`src/rtl/ram_req_ctrl.sv`:
```
// Request controller: FIFO-buffered read/write issue to a single-port RAM,
// read responses tagged with their address after a fixed latency, plus flush/drain.
module ram_req_ctrl #(
    parameter int ADDR_W     = 8,
    parameter int DATA_W     = 32,
    parameter int FIFO_DEPTH = 4,
    parameter int RD_LAT     = 2
) (
    input  logic              clk,
    input  logic              reset,
    input  logic              req_valid,
    output logic              req_ready,
    input  logic              req_wr,
    input  logic [ADDR_W-1:0] req_addr,
    input  logic [DATA_W-1:0] req_wdata,
    input  logic              flush,
    output logic              flush_done,
    output logic              ram_en,
    output logic              ram_we,
    output logic [ADDR_W-1:0] ram_addr,
    output logic [DATA_W-1:0] ram_wdata,
    input  logic [DATA_W-1:0] ram_rdata,
    output logic              rsp_valid,
    output logic [ADDR_W-1:0] rsp_addr,
    output logic [DATA_W-1:0] rsp_rdata,
    output logic [15:0]       wr_cnt,
    output logic [15:0]       rd_cnt,
    output logic              busy
);

    localparam int PW = $clog2(FIFO_DEPTH);
    localparam int EW = 1 + ADDR_W + DATA_W;

    typedef enum logic [1:0] {
        IDLE,
        RUN,
        DRAIN
    } state_e;

    state_e            state_q;
    logic              flush_done_q;

    logic [EW-1:0]     fifo_q [FIFO_DEPTH];
    logic [PW-1:0]     wptr_q;
    logic [PW-1:0]     rptr_q;
    logic [PW:0]       cnt_q;

    logic              ram_en_q;
    logic              ram_we_q;
    logic [ADDR_W-1:0] ram_addr_q;
    logic [DATA_W-1:0] ram_wdata_q;

    logic [RD_LAT-1:0] tag_v_q;
    logic [ADDR_W-1:0] tag_a_q [RD_LAT];

    logic              rsp_valid_q;
    logic [ADDR_W-1:0] rsp_addr_q;
    logic [DATA_W-1:0] rsp_rdata_q;
    logic [15:0]       wr_cnt_q;
    logic [15:0]       rd_cnt_q;

    logic              fifo_full;
    logic              fifo_empty;
    logic              push;
    logic              pop;
    logic              hd_wr;
    logic [ADDR_W-1:0] hd_addr;
    logic [DATA_W-1:0] hd_wdata;
    logic              rd_pend;
    logic              drained;

    assign fifo_full  = (cnt_q == (PW+1)'(FIFO_DEPTH));
    assign fifo_empty = (cnt_q == '0);
    assign req_ready  = !fifo_full && (state_q != DRAIN);
    assign push       = req_valid && req_ready;
    assign pop        = !fifo_empty;

    assign {hd_wr, hd_addr, hd_wdata} = fifo_q[rptr_q];

    // A read on the RAM bus this cycle enters the tag pipe at the next edge
    assign rd_pend = ram_en_q && !ram_we_q;
    assign drained = fifo_empty && !rd_pend && (tag_v_q == '0);
    assign busy    = !fifo_empty || rd_pend || (tag_v_q != '0);

    always_ff @(posedge clk) begin
        if (push) begin
            fifo_q[wptr_q] <= {req_wr, req_addr, req_wdata};
        end
    end

    always_ff @(posedge clk or negedge reset) begin
        if (!reset) begin
            wptr_q <= '0;
            rptr_q <= '0;
            cnt_q  <= '0;
        end else begin
            if (push) wptr_q <= wptr_q + 1'b1;
            if (pop)  rptr_q <= rptr_q + 1'b1;
            cnt_q <= cnt_q + (PW+1)'(push) - (PW+1)'(pop);
        end
    end

    always_ff @(posedge clk or negedge reset) begin
        if (!reset) begin
            ram_en_q    <= 1'b0;
            ram_we_q    <= 1'b0;
            ram_addr_q  <= '0;
            ram_wdata_q <= '0;
            wr_cnt_q    <= '0;
        end else begin
            ram_en_q    <= pop;
            ram_we_q    <= pop && hd_wr;
            ram_addr_q  <= pop ? hd_addr : '0;
            ram_wdata_q <= (pop && hd_wr) ? hd_wdata : '0;
            if (pop && hd_wr) wr_cnt_q <= wr_cnt_q + 16'd1;
        end
    end

    always_ff @(posedge clk or negedge reset) begin
        if (!reset) begin
            tag_v_q     <= '0;
            for (int i = 0; i < RD_LAT; i++) tag_a_q[i] <= '0;
            rsp_valid_q <= 1'b0;
            rsp_addr_q  <= '0;
            rsp_rdata_q <= '0;
            rd_cnt_q    <= '0;
        end else begin
            tag_v_q[0] <= rd_pend;
            tag_a_q[0] <= ram_addr_q;
            for (int i = 1; i < RD_LAT; i++) begin
                tag_v_q[i] <= tag_v_q[i-1];
                tag_a_q[i] <= tag_a_q[i-1];
            end
            rsp_valid_q <= tag_v_q[RD_LAT-1];
            rsp_addr_q  <= tag_v_q[RD_LAT-1] ? tag_a_q[RD_LAT-1] : '0;
            rsp_rdata_q <= tag_v_q[RD_LAT-1] ? ram_rdata : '0;
            if (tag_v_q[RD_LAT-1]) rd_cnt_q <= rd_cnt_q + 16'd1;
        end
    end

    always_ff @(posedge clk or negedge reset) begin
        if (!reset) begin
            state_q      <= IDLE;
            flush_done_q <= 1'b0;
        end else begin
            flush_done_q <= 1'b0;
            case (state_q)
                IDLE: begin
                    if (flush) begin
                        flush_done_q <= 1'b1;
                    end else if (push) begin
                        state_q <= RUN;
                    end
                end
                RUN: begin
                    if (flush) state_q <= DRAIN;
                end
                DRAIN: begin
                    if (drained) begin
                        state_q      <= IDLE;
                        flush_done_q <= 1'b1;
                    end
                end
                default: state_q <= IDLE;
            endcase
        end
    end

    assign flush_done = flush_done_q;
    assign ram_en     = ram_en_q;
    assign ram_we     = ram_we_q;
    assign ram_addr   = ram_addr_q;
    assign ram_wdata  = ram_wdata_q;
    assign rsp_valid  = rsp_valid_q;
    assign rsp_addr   = rsp_addr_q;
    assign rsp_rdata  = rsp_rdata_q;
    assign wr_cnt     = wr_cnt_q;
    assign rd_cnt     = rd_cnt_q;

endmodule

```
`config.mk`:
```
export PLATFORM = sky130hd
export DESIGN_NAME = ram_req_ctrl
export DESIGN_NICKNAME = d
export VERILOG_FILES = /design/src/rtl/ram_req_ctrl.sv
export SDC_FILE = /design/constraint.sdc
export NUM_CORES = 1
export LEC_CHECK = 0
export ABC_AREA = 1
export CELL_PAD_IN_SITES_DETAIL_PLACEMENT = 0
export CELL_PAD_IN_SITES_GLOBAL_PLACEMENT = 1
export CORE_UTILIZATION = 45
export CTS_BUF_LIST = sky130_fd_sc_hd__clkbuf_4
export DETAILED_ROUTE_END_ITERATION = 10
export GPL_ROUTABILITY_DRIVEN = 0
export PLACE_DENSITY_LB_ADDON = 0.1
export SETUP_SLACK_MARGIN = 0.1
export SLEW_MARGIN = 40
export SYNTH_ARGS = -nofsm -noshare
export SYNTH_HDL_FRONTEND = slang
export SYNTH_SLANG_ARGS = --single-unit
```
`constraint.sdc`:
```
create_clock -name clk -period 7.4 [get_ports clk]
set_clock_uncertainty 0.15 [all_clocks]
set_input_delay 1.11 -clock clk [delete_from_list [all_inputs] [get_ports clk]]
set_output_delay 1.11 -clock clk [all_outputs]
set_load 0.01 [all_outputs]
```
# Word-level counts from Yosys, hierarchy flattened
# Memory sizes are Yosys's and may differ from the RTL's.
# Cells that the tools add are included.
totals:
  register_bits: 143
  latchBits: 0
  ramBits: 164
  romBits: 0
  inputBits: 77
  out_inout_bits: 118
  elab_cells: 63
  memories: 1
op_classes:
  add_sub_neg: 6
  multipliers: 0
  n_div: 0
  magnitude_cmp: 0
  n_eq_ne: 8
  shift: 0
  muxes: 14
  bitwise: 0
  n_reduce_logical: 17
mem_list:
  columns: ["name", "depth", "word_bits", "rd", "rd_clocked_by_memory_dff", "wr", "line_no", "source"]
  rows:
  - ["fifo_q", 4, 41, 1, 0, 1, "43", "logic [EW-1:0] fifo_q [FIFO_DEPTH];"]
ops:
  columns: ["operator", "n"]
  rows:
  - ["$mux 32", 2]
  - ["$add 16x1->16 const B", 2]
  - ["$mux 8", 2]
  - ["$ne 2x2->1 const B", 5]
  - ["$mux 2", 4]
  - ["$logic_and 1x1->1", 6]
  - ["$pmux 2 s3", 1]
  - ["$add 2x1->2 const B", 2]
  - ["$logic_not 1->1", 4]
  - ["$logic_not 2->1", 2]
  - ["$mux 1", 4]
  - ["$reduce_and 4->1", 1]
  - ["$add 3x1->3", 1]
  - ["$eq 3x3->1 const B", 1]
  - ["$logic_not 3->1", 1]
  - ["$sub 3x1->3", 1]
  - ["$eq 2x1->1 const B", 1]
  - ["$eq 2x2->1 const B", 1]
  - ["$logic_or 1x1->1", 2]
  - ["$pmux 1 s2", 1]
  - ["$reduce_bool 2->1", 1]

# Depth between registers and ports, before layout
depth:
  depth_word: 7
  depth_mapped: 9
  mapped_depth_nobuf: 9

# Worst setup path before layout
# OpenSTA, ideal clock, no wires.
synth_timing:
  path_kind: "input-to-reg"
  startpoint: "input port req_valid"
  endpoint: "memory fifo_q[0][0] in the netlist's numbering, enable pin"
  setup_time_ns: 0.440
  arrival_ns: 3.099
  required_ns: 6.810
  setup_slack_ns: 3.712
  path_stages: 2
  n_path_buf: 0
  cell_sequence: "nand3_1 > nor2_1"
synth_via:
  elab_chain_cells: 3
synth_rtl:
  columns: ["element", "line_no", "source"]
  rows:
  - ["from (decl)", "11", "input logic req_valid,"]
  - ["$logic_and 1x1->1", "75", "assign push = req_valid && req_ready;"]
  - ["$mux 1", "86", "if (push) begin"]
  - ["$mux 1 (not written as such)", "87", "fifo_q[wptr_q] <= {req_wr, req_addr, req_wdata};"]
  - ["to (decl)", "43", null]
# Every way passes these cells.

# Final worst setup path
layout_timing:
  startpoint: "register cnt_q[1]"
  endpoint: "output port busy"
layout_via:
  elab_chain_cells: 4
layout_rtl:
  columns: ["element", "line_no", "source"]
  rows:
  - ["from (decl)", "46", "logic [PW:0] cnt_q;"]
  - ["from (signal assigned)", "99", "cnt_q <= cnt_q + (PW+1)'(push) - (PW+1)'(pop);"]
  - ["$logic_not 3->1", "73", "assign fifo_empty = (cnt_q == '0);"]
  - ["$logic_not 1->1", "83", "assign busy = !fifo_empty || rd_pend || (tag_v_q != '0);"]
  - ["$logic_or 1x1->1 (2 in series)", "83", null]
  - ["to (decl)", "28", "output logic busy"]
# Every way passes these cells.

==> impl_summary.txt <==
----------------------------------------------------
[Outcome]
  Run status ... finished, final reports clean

[Clock tree]
  Post-cts gate resize count ... 0
  Max Root-Sink Buffers ... 3
  Hold buffers post-CTS ... 0
  Post-CTS setup-driven buffer insertion count ... 0
  Number of CTS-inserted buffers ... 80
  Register clock-pin slew on the reported worst setup and hold paths ... 0.06 ns
  Clock latency reported for the late side of the worst-skew pair ... 0.67 ns
  TritonCTS clock tree ... built
  Root cell of the clock tree ... sky130_fd_sc_hd__clkbuf_4
  CTS H-tree lvls ... 3
  TritonCTS Sinks ... 307

[Global routing]
  Global-route wire length before repair ... 37,500 um
  Number of antenna violations at the first check in global routing ... 3
  Via count of the first global-routing pass ... 7,561
  Largest net degree at the start of global routing ... 85
  GRT Residual Overflow ... 0
  Global-route total usage across every layer ... 18.5%

[Logic synthesis]
  Sequential element share of the synthesized area ... 74.2%
  Share of flip-flops with an asynchronous set or reset after synthesis ... 46.6%
  Number of distinct standard cells referenced by the synthesized netlist ... 28
  Yosys warning count ... 0
  Post-synth top area cell ... sky130_fd_sc_hd__edfxtp_1
  Top area cells in the synthesized netlist ... sky130_fd_sc_hd__edfxtp_1 (43%), sky130_fd_sc_hd__dfrtp_1 (31%), sky130_fd_sc_hd__nor2_1 (6.5%), sky130_fd_sc_hd__nand2_1 (4.8%), sky130_fd_sc_hd__o21ai_0 (3.8%)
  Cell Area, Synth ... 11,500 um^2
  Number of enable flip-flop cells after synthesis ... 164
  Post-synthesis sequential element count ... 307
  Commonest cells in the netlist ... sky130_fd_sc_hd__nor2_1 (198), sky130_fd_sc_hd__edfxtp_1 (164), sky130_fd_sc_hd__nand2_1 (145), sky130_fd_sc_hd__dfrtp_1 (143)
  Count leader, synth ... sky130_fd_sc_hd__nor2_1
  Synth Net Count ... 1,056
  Average cell area after synthesis ... 11.8 um^2
  Post-synthesis instance total ... 970
  Fraction of synthesized cell area taken by the top area cell type ... 43.0%
  Synth Flop Type ... sky130_fd_sc_hd__edfxtp_1

[Cells and area]
  Area used by sequential logic in the layout ... 8510 um^2
  P&R area growth vs syn ... 29.6%
  FILL cells ... 2,106
  Final layout net count ... 1,303
  Area used by multi-input combinational logic ... 2470 um^2
  Proportion of layout cells with a drive suffix above 1 ... 12.2%

[Power]
  Combinational power share ... 30.7%
  Cell Int Power ... 3.85 mW
  Worst-case vdd ir drop ... 0.164 mV
  Leakage power total ... 6.25 nW
  Power share of the clock group ... 26.9%
  Net switching fraction of the power ... 32.4%
  Sw Pwr ... 1.84 mW
  Pwr Total ... 5.69 mW
  Power share of the sequential group ... 42.4%
  Power density normalized to cell area ... 383 nW/um^2

[STA]
  Setup repair after global routing missed its margin ... no
  Max-slew violation count ... 0
  Shortest period the worst path allows ... 3.63 ns
  Number of failing setup endpoints in the final timing report ... 0
  Final-layout setup total negative slack ... 0 ns
  Final worst path period share ... 49.0%
  Final hold violation count ... 0
  Slew at the pin with the worst max-slew slack ... 0.740 ns
  Fmax ... 0.276 GHz
  Relative slew slack ... 50.7%

[Floorplanning]
  Initial Utilization ... 45.6%
  Horizontal extent of the die ... 162 um
  Ports ... 195
  Floorplan core area ... 25,100 um^2
  Chip height ... 162 um
  Die Footprint ... 26,100 um^2
  Row count ... 58

[Hold path]
  Hold Path Class ... flop to flop
  Hold path depth ... 0

[Critical path]
  Number of cells on the critical path ... 3
  Reg2Reg Depth ... 9
  Startpoint of the worst register-to-register path ... cnt_q[1]
  Reg-to-reg slack, setup ... 4.82 ns
  Cells along the critical path ... nor3_4, nand3_1, clkdlybuf4s50_1
  Crit start category ... flop
  Critical path start-end classification ... flop to primary output
  Critical Path RT ... 6.14 ns
  Capturing instance or port of the critical path ... busy
  Setup crit end kind ... primary output
  CP max stage delay ... 0.56 ns
  CP top delay family ... simple AND/OR/NAND/NOR gates
  Critical path peak fanout ... 12
  Crit path launch ... cnt_q[1]
  Endpoint of the worst register-to-register path ... cnt_q[2]
  Number of buffer and inverter stages on the critical path ... 1
  WP data arrival ... 2.37 ns
  Slowest CP cell ... sky130_fd_sc_hd__clkdlybuf4s50_1

[Route]
  Per-cell routed wire length ... 14.5 um
  Drt initial violations ... 441
  Total vias in the final route ... 7,506
  DRT Wirelength ... 23,300 um
  Drt drc ... 0
  Antenna viol nets, final ... 0
  Length of the first detailed-routing pass in iterations ... 6
  Avg Vias per Cell ... 4.67

[Run]
  Max-cap viol count ... 0

[Place]
  IO Port Bufs ... 194
  Final HPWL from detailed placement ... 13,600 um

----------------------------------------------------
-- state kept, by name (all words and copies together) (netlist names) --
register and count:
ram_en 1, wptr_q 2, ram_wdata 32, rptr_q 2
wr_cnt 16, cnt_q 3, state_q 2, rsp_rdata 32
tag_a_q 16, flush_done 1, ram_we 1, rsp_addr 8
rd_cnt 16, fifo_q 164, tag_v_q 2, rsp_valid 1
ram_addr 8
-- stage by stage --
stage / worst slack [ns] / instance area, um^2 / instances / hold slack (ns) / util [%]
floorplan: 3.71 / 11500 / 970 / 0.181 / -
global placement: 3.94 / 13700 / 1465 / 0.182 / 54.7
detailed placement: 3.86 / 13700 / 1465 / 0.186 / 54.7
CTS: 3.45 / 14800 / 1604 / 0.198 / 59.1
global route: 3.56 / 14800 / 1607 / 0.205 / 59.1
finish: 3.77 / 14800 / 1607 / 0.196 / 59.1
-- power by group through the flow --
stage | Sequential, mW | Clock (mW) | Combinational (mW)
CTS | 2.41 | 1.59 | 1.78
floorplan | 2.53 | 0 | 0.909
finish | 2.41 | 1.53 | 1.75
global route | 2.45 | 1.69 | 1.96
global placement | 2.43 | 0 | 1.76
detailed placement | 2.45 | 0 | 1.77
-- worst min path at each step --
stage | from | endpoint | slack (ns)
after global placement | tag_a_q[14] | tag_a_q[6] | 0.18
final | tag_a_q[8] | tag_a_q[0] | 0.20
after detailed placement | tag_a_q[14] | tag_a_q[6] | 0.19
after global routing | tag_a_q[14] | tag_a_q[6] | 0.21
after floorplan | tag_a_q[8] | tag_a_q[0] | 0.18
after CTS | tag_a_q[8] | tag_a_q[0] | 0.20
-- layout make-up --
type,instances,area share (%)
Sequential cell,307,57.3
Multi-Input combinational cell,536,16.6
Timing Repair Buffer,204,13.6
Clock buffer,124,6.27
Tap cell,330,2.78
Inverter,88,2.23
Clock inverter,15,1.10
Antenna cell,3,0.0506
-- worst reg2reg max path, delay by kind of cell, from the launching register on --
| kind | cells | cell delay (ns) |
|---|---|---|
| xor gates and xnor gates | 1 | 0.14 |
| and+or+nand+nor | 2 | 0.54 |
| adders and majority gates | 3 | 0.98 |
| buffers and inverters | 3 | 0.18 |
| DFF | 1 | 0.48 |
-- metal layers --
metal,up-vias,global-route usage (%),wire length (um)
li1,3722,-,-
met1,3519,23.9,10600
met2,228,29.6,11000
met3,35,5.50,1430
met4,2,6.65,359
met5,-,0,13
-- cells in the final DEF, fill, tap and decap left out, types with 2 or more instances in the layout --
cell / instances
sky130_fd_sc_hd__a21oi_1: 41
sky130_fd_sc_hd__buf_4: 8
sky130_fd_sc_hd__buf_6: 3
sky130_fd_sc_hd__bufinv_16: 4
sky130_fd_sc_hd__clkbuf_4: 124
sky130_fd_sc_hd__clkdlybuf4s50_1: 193
sky130_fd_sc_hd__clkinv_1: 8
sky130_fd_sc_hd__clkinv_2: 2
sky130_fd_sc_hd__dfrtp_1: 141
sky130_fd_sc_hd__dfrtp_2: 2
sky130_fd_sc_hd__diode_2: 3
sky130_fd_sc_hd__edfxtp_1: 164
sky130_fd_sc_hd__ha_1: 8
sky130_fd_sc_hd__inv_1: 85
sky130_fd_sc_hd__inv_2: 4
sky130_fd_sc_hd__nand2_1: 145
sky130_fd_sc_hd__nand3_1: 17
sky130_fd_sc_hd__nand4_1: 6
sky130_fd_sc_hd__nor2_1: 194
sky130_fd_sc_hd__nor2_4: 4
sky130_fd_sc_hd__nor3_1: 2
sky130_fd_sc_hd__o21ai_0: 86
sky130_fd_sc_hd__o21ai_1: 3
sky130_fd_sc_hd__xnor2_1: 10
sky130_fd_sc_hd__xor2_1: 12
-- kinds of logic (layout without fill, tap and decap cells) --
| family | Yosys count | in the layout | synth area share [%] |
|---|---|---|---|
| AOI/OAI and AO/OA | 133 | 133 | 5.88 |
| xor gates and xnor gates | 22 | 22 | 1.68 |
| adders and majority gates | 9 | 9 | 1.05 |
| other | 0 | 3 | 0 |
| DFF | 307 | 307 | 74.2 |
| and+or+nand+nor | 372 | 372 | 12.7 |
| buffers and inverters | 127 | 431 | 4.51 |
Note: power is estimated with default switching activity, not from simulation.
